### src/rtl/adder_pkg.sv
// Shared definitions for the bit-serial adder sequencer: state encoding and default width.
package adder_pkg;

  localparam int DEF_WIDTH = 8;

  typedef enum logic [1:0] {
    IDLE = 2'd0,
    RUN  = 2'd1,
    DONE = 2'd2
  } state_t;

endpackage

### src/rtl/FullAdderFunction.sv
// 1-bit full adder cell; the only arithmetic element in the serial adder.
module FullAdderFunction (
  input  logic inA,
  input  logic inB,
  input  logic carryIn,
  output logic carryOut,
  output logic out
);

  assign out      = inA ^ inB ^ carryIn;
  assign carryOut = (inA & inB) | (inA & carryIn) | (inB & carryIn);

endmodule

### src/rtl/serial_add_sequencer.sv
// Bit-serial WIDTH-bit adder: one full adder cell reused LSB-first over WIDTH cycles,
// with a start/ready handshake and a one-cycle done pulse.
module serial_add_sequencer
  import adder_pkg::*;
#(
  parameter  int WIDTH = DEF_WIDTH,
  localparam int CNT_W = $clog2(WIDTH + 1)
) (
  input  logic             clk,
  input  logic             rst_n,
  input  logic             start,
  input  logic [WIDTH-1:0] inA,
  input  logic [WIDTH-1:0] inB,
  input  logic             carryIn,
  output logic             ready,
  output logic             busy,
  output logic             done,
  output logic [WIDTH-1:0] sum,
  output logic             carryOut
);

  state_t           state, state_nxt;
  logic [WIDTH-1:0] reg_a, reg_b, sum_q;
  logic             carry_q;
  logic [CNT_W-1:0] cnt;
  logic             fa_s, fa_c;
  logic             accept, last;

  assign accept = start & ready;
  assign last   = (cnt == CNT_W'(WIDTH - 1));

  FullAdderFunction u_fa (
    .inA      (reg_a[0]),
    .inB      (reg_b[0]),
    .carryIn  (carry_q),
    .carryOut (fa_c),
    .out      (fa_s)
  );

  always_ff @(posedge clk) begin
    if (!rst_n) state <= IDLE;
    else        state <= state_nxt;
  end

  always_comb begin
    state_nxt = state;
    case (state)
      IDLE:    if (start) state_nxt = RUN;
      RUN:     if (last)  state_nxt = DONE;
      DONE:    state_nxt = start ? RUN : IDLE;
      default: state_nxt = IDLE;
    endcase
  end

  always_comb begin
    ready = 1'b0;
    busy  = 1'b0;
    done  = 1'b0;
    case (state)
      IDLE:    ready = 1'b1;
      RUN:     busy  = 1'b1;
      DONE:    begin ready = 1'b1; done = 1'b1; end
      default: ready = 1'b0;
    endcase
  end

  // New sum bits enter at the MSB so the LSB-first result lands aligned after WIDTH shifts.
  always_ff @(posedge clk) begin
    if (!rst_n) begin
      reg_a   <= '0;
      reg_b   <= '0;
      sum_q   <= '0;
      carry_q <= 1'b0;
      cnt     <= '0;
    end else if (accept) begin
      reg_a   <= inA;
      reg_b   <= inB;
      sum_q   <= '0;
      carry_q <= carryIn;
      cnt     <= '0;
    end else if (state == RUN) begin
      reg_a   <= reg_a >> 1;
      reg_b   <= reg_b >> 1;
      sum_q   <= (sum_q >> 1) | (WIDTH'(fa_s) << (WIDTH - 1));
      carry_q <= fa_c;
      cnt     <= cnt + 1'b1;
    end
  end

  assign sum      = sum_q;
  assign carryOut = carry_q;

endmodule

### config.mk
export PLATFORM = sky130hd
export DESIGN_NAME = serial_add_sequencer
export DESIGN_NICKNAME = d
export VERILOG_FILES = /design/src/rtl/adder_pkg.sv /design/src/rtl/FullAdderFunction.sv /design/src/rtl/serial_add_sequencer.sv
export SDC_FILE = /design/constraint.sdc
export NUM_CORES = 1
export LEC_CHECK = 0
export ABC_AREA = 1
export CORE_AREA = 2 2 63 65
export DETAILED_ROUTE_END_ITERATION = 8
export DIE_AREA = 0 0 65 67
export PLACE_DENSITY = 0.72
export SYNTH_ARGS = -nofsm -noshare
export SYNTH_HDL_FRONTEND = slang
export SYNTH_HIERARCHICAL = 1
export SYNTH_SLANG_ARGS = --single-unit
### constraint.sdc
create_clock -name clk -period 2.6 [get_ports clk]
set_clock_uncertainty 0.05 [all_clocks]
set_input_delay 0.52 -clock clk [delete_from_list [all_inputs] [get_ports clk]]
set_output_delay 0.52 -clock clk [all_outputs]
set_load 0.005 [all_outputs]
==> impl_summary.md <==
Logic synthesis
Counting every instance in the synthesized netlist gives approximately 180. The main combinational cell family by area after synthesis is simple AND/OR/NAND/NOR gates. The sequential cell area fraction in the yosys report is 0.444. The area share of the largest cell type after synthesis is 0.444. The cell taking the most area after synthesis is sky130_fd_sc_hd__dfxtp_1. A synthesized cell averages 7.64 sq um. In this run, synthesis produced a sequential element count of 31. The xor and xnor area share after synthesis is 0. The yosys synthesis warning count is 6. The mapped netlist covers between 1000 and 1500 sq um. The post-synthesis net count is about 200. Of the total synthesized cell area, the portion taken by AND, OR, NAND and NOR gates is 0.326. The area fraction in compound gates after synthesis is 0.111. Of the total synthesized cell area, the portion taken by full adders, half adders and majority gates is 0.0233. The number of different library cells used by synthesis comes to 24. After synthesis, the cell types taking the most area are sky130_fd_sc_hd__dfxtp_1 (44%), sky130_fd_sc_hd__nand2_1 (13%), sky130_fd_sc_hd__a21oi_1 (6.8%), sky130_fd_sc_hd__nor2_1 (5.9%), sky130_fd_sc_hd__nor3_2 (5.0%). After synthesis, the share of cell area in mux cells is 0.

Timing
In the finished design, the share of the clock period the worst path needs comes to 0.835. The number of hold violations in the final report is 0. The worst path in the final design needs a cycle of approximately 2200 ps, including I/O delays and setup. The worst hold slack after final layout is just over 400 ps. Setup repair after global routing left no endpoint under its margin. At the pin with the least slew margin, the transition time is 496 ps. Setup violations remaining at the end of the flow were counted as 0. The max-slew violation count is 0. The relative slew slack is 0.669.

After routing, the total negative slack on setup checks comes to 0 ps. The maximum clock frequency is roughly 460 MHz.

Floorplan
For this design the top-level I/O count stands at 32. The die area is around 4400 sq um. In this run the horizontal extent of the chip is around 65 microns.

The initial utilization of the core area, before any placement, comes to 0.388. The floorplan row count is 22. The placeable core region is about 3600 sq um. The height of the die is ~67 microns.

Min path
For hold timing, the worst endpoint is reg_a[6]$_SDFFE_PN0P_. The worst hold path class is reg -> reg. The launch instance of the worst min-delay path is reg_a[6]$_SDFFE_PN0P_. The number of stages on the worst hold path is 2.

Final layout
The area growth from synthesis to layout is 27.8%. After the last flow step, the layout net total stands at 236. Of the cells placed in the final design, the portion with a size suffix greater than 1 is 0.0986. 0 antenna diodes ended up in the layout.

Routing
The detailed-route wire length per cell is 10.3 microns. The count of unresolved DRC violations after routing is 0. The iteration-0 DRC count of the detailed router is 57. Using the TritonRoute via totals, the vias-per-cell ratio works out to between 4 and 5. The routed wire length is ~2.7 mm. The residual antenna-violating net count after detailed routing is 0. The first detailed-routing pass took 4 iterations. The routed layout has 1217 vias.

GRT
The overall overflow remaining after global route is 0. The first global-routing pass estimated approximately 4.9 mm of wire. The via count of the first global-routing pass is around 1100.

Entering global routing, the biggest net connects 22 pins. In the global route stage, overall resource usage came out at 0.147. The number of antenna violations at the first check in global routing is 0.

CTS
Clock-pin slew was measured on the worst setup and hold paths at roughly 60 ps. In this run, post-CTS hold repair placed 0 buffers. The H-tree was split into 2 levels. The root cell of the clock tree is sky130_fd_sc_hd__clkbuf_8. The post-cts repair resize count is 0. The CTS buffer count is 5. The clock sink count is 31. In this run the deepest clock path goes through 2 buffers. The clock insertion delay at the later pin of the skew report is 280 ps. The clock tree from TritonCTS is done. Post-CTS timing repair inserted 0 buffers for setup.

Critical path
The destination of the worst register-to-register timing path is reg_a[0]$_SDFFE_PN0P_. The launching point of the worst reg2reg path is state[0]$_SDFFE_PN0P_. STA puts the critical path data arrival time at 1600 ps.

The maximum cell stage delay along the critical path is approximately 630 ps. The worst setup path is captured at an output pin. The number of cell instances on the worst register-to-register path is 5. The slowest library cell on the worst path is sky130_fd_sc_hd__dfxtp_1. In this run the worst path has a maximum fanout of 8.

The signal on the critical path passes through inv_8 > nor2_4 > clkdlybuf4s50_1. STA classifies the critical path startpoint as a flip-flop. The startpoint-to-endpoint class of the critical path is reg -> out. The required arrival time at the worst endpoint is roughly 2000 ps. The worst-case register-to-register setup slack is 940 ps.

Run
The max capacitance violation total is 0.

Power
The reported leakage power is 0.000697 uW. Across the VDD grid, the largest voltage drop is 0.290 mV. The power density over the cells is approximately 570 nW/um^2.

Place
Routability-driven placement finished with a final weighted congestion of approximately 0.74. The count of buffers added on input and output ports is 31. The HPWL after detailed placement is roughly 1.9 mm.

Outcome
The flow ran to the end, and the final reports show no timing, DRC or antenna violations.
[stage by stage]
step / instances / total power [uW] / instance area (sq um) / setup WS (ps) / utilization
global placement: 255 / 695 / 1710 / 685 / 0.475
floorplan: 183 / 645 / 1400 / 1260 / -
finish: 261 / 1020 / 1790 / 430 / 0.495
detailed placement: 255 / 696 / 1710 / 646 / 0.475
CTS: 261 / 1030 / 1790 / 414 / 0.495
global route: 261 / 1080 / 1790 / 355 / 0.495
[cell usage in the layout, fill, tap and decap left out, drive strengths merged]
cell type / count
clkdlybuf4s50: 31
o21ai: 12
nor2: 24
nor3b: 1
ha: 1
a21oi: 19
dfxtp: 31
fa: 1
nand2: 51
nand3: 9
inv: 16
clkbuf: 6
buf: 1
clkinv: 1
nor3: 9
[cells by family (layout without fill, tap and decap cells)]
logic type,after synthesis,count (layout)
compound gates,31,31
fa+ha+maj,2,2
buf+inv,25,55
flops,31,31
simple gates,94,94
[area by class of cell]
type	instances	area, sq um
clock buffer	6	72.6
inverter	17	71.3
timing repair buffer	32	318
sequential	31	621
fill	358	1820
multi-input combinational	127	643
tap	48	60.1
[flip-flops by register name (all words and copies together) (netlist names)]
| signal | count |
|---|---|
| reg_b | 8 |
| reg_a | 8 |
| carryOut | 1 |
| sum | 8 |
| state | 2 |
| cnt | 4 |
[how the worst max path moves through the flow]
stage                                from                  end  slack, ps  cells past startpoint
global placement                    rst_n  cnt[0]$_SDFFE_PP0N_        680                      3
floorplan           state[0]$_SDFFE_PN0P_                 busy       1260                      4
finish              state[0]$_SDFFE_PN0P_                 busy        430                      3
CTS                 state[0]$_SDFFE_PN0P_                 busy        410                      3
global route        state[0]$_SDFFE_PN0P_                 busy        360                      3
detailed placement                  rst_n  cnt[0]$_SDFFE_PP0N_        650                      3
[synth_stat cells]
| cell type | n |
|---|---|
| sky130_fd_sc_hd__inv_8 | 1 |
| sky130_fd_sc_hd__dfxtp_1 | 31 |
| sky130_fd_sc_hd__buf_6 | 3 |
| sky130_fd_sc_hd__nor2_1 | 22 |
| sky130_fd_sc_hd__a21oi_1 | 19 |
| sky130_fd_sc_hd__buf_2 | 2 |
| sky130_fd_sc_hd__buf_4 | 2 |
| sky130_fd_sc_hd__nand2_2 | 1 |
| sky130_fd_sc_hd__fa_1 | 1 |
| sky130_fd_sc_hd__nand2_8 | 1 |
| sky130_fd_sc_hd__clkinv_1 | 1 |
| sky130_fd_sc_hd__o21ai_0 | 9 |
| sky130_fd_sc_hd__nand2_1 | 48 |
| sky130_fd_sc_hd__nand2_4 | 1 |
| sky130_fd_sc_hd__nor3b_1 | 1 |
| sky130_fd_sc_hd__ha_1 | 1 |
| sky130_fd_sc_hd__inv_2 | 2 |
| sky130_fd_sc_hd__nor3_1 | 2 |
| sky130_fd_sc_hd__nor3_2 | 7 |
| sky130_fd_sc_hd__nand3_1 | 9 |
| sky130_fd_sc_hd__o21ai_1 | 3 |
| sky130_fd_sc_hd__clkbuf_1 | 1 |
| sky130_fd_sc_hd__nor2_4 | 2 |
| sky130_fd_sc_hd__inv_1 | 13 |
[critical path, delay by kind of cell (launching register included)]
kind                   cells  cell delay, ps
DFF                        1             630
buffers and inverters      2             580
and+or+nand+nor            1             110
[per-layer routing]
metal,global-route usage,wire (microns),vias to the layer above
li1,-,-,639
met1,0.181,1220,542
met2,0.236,1240,30
met3,0.0524,183,6
met4,0.0559,38,0
met5,0,0,-
[power by group]
group | internal, uW | total [uW] | switching [uW]
Combinational | 73.9 | 160 | 86.1
Clock | 178 | 339 | 161
Sequential | 504 | 524 | 20.3
Total | 756 | 1020 | 268
Note: power is estimated with default switching activity, not from simulation.
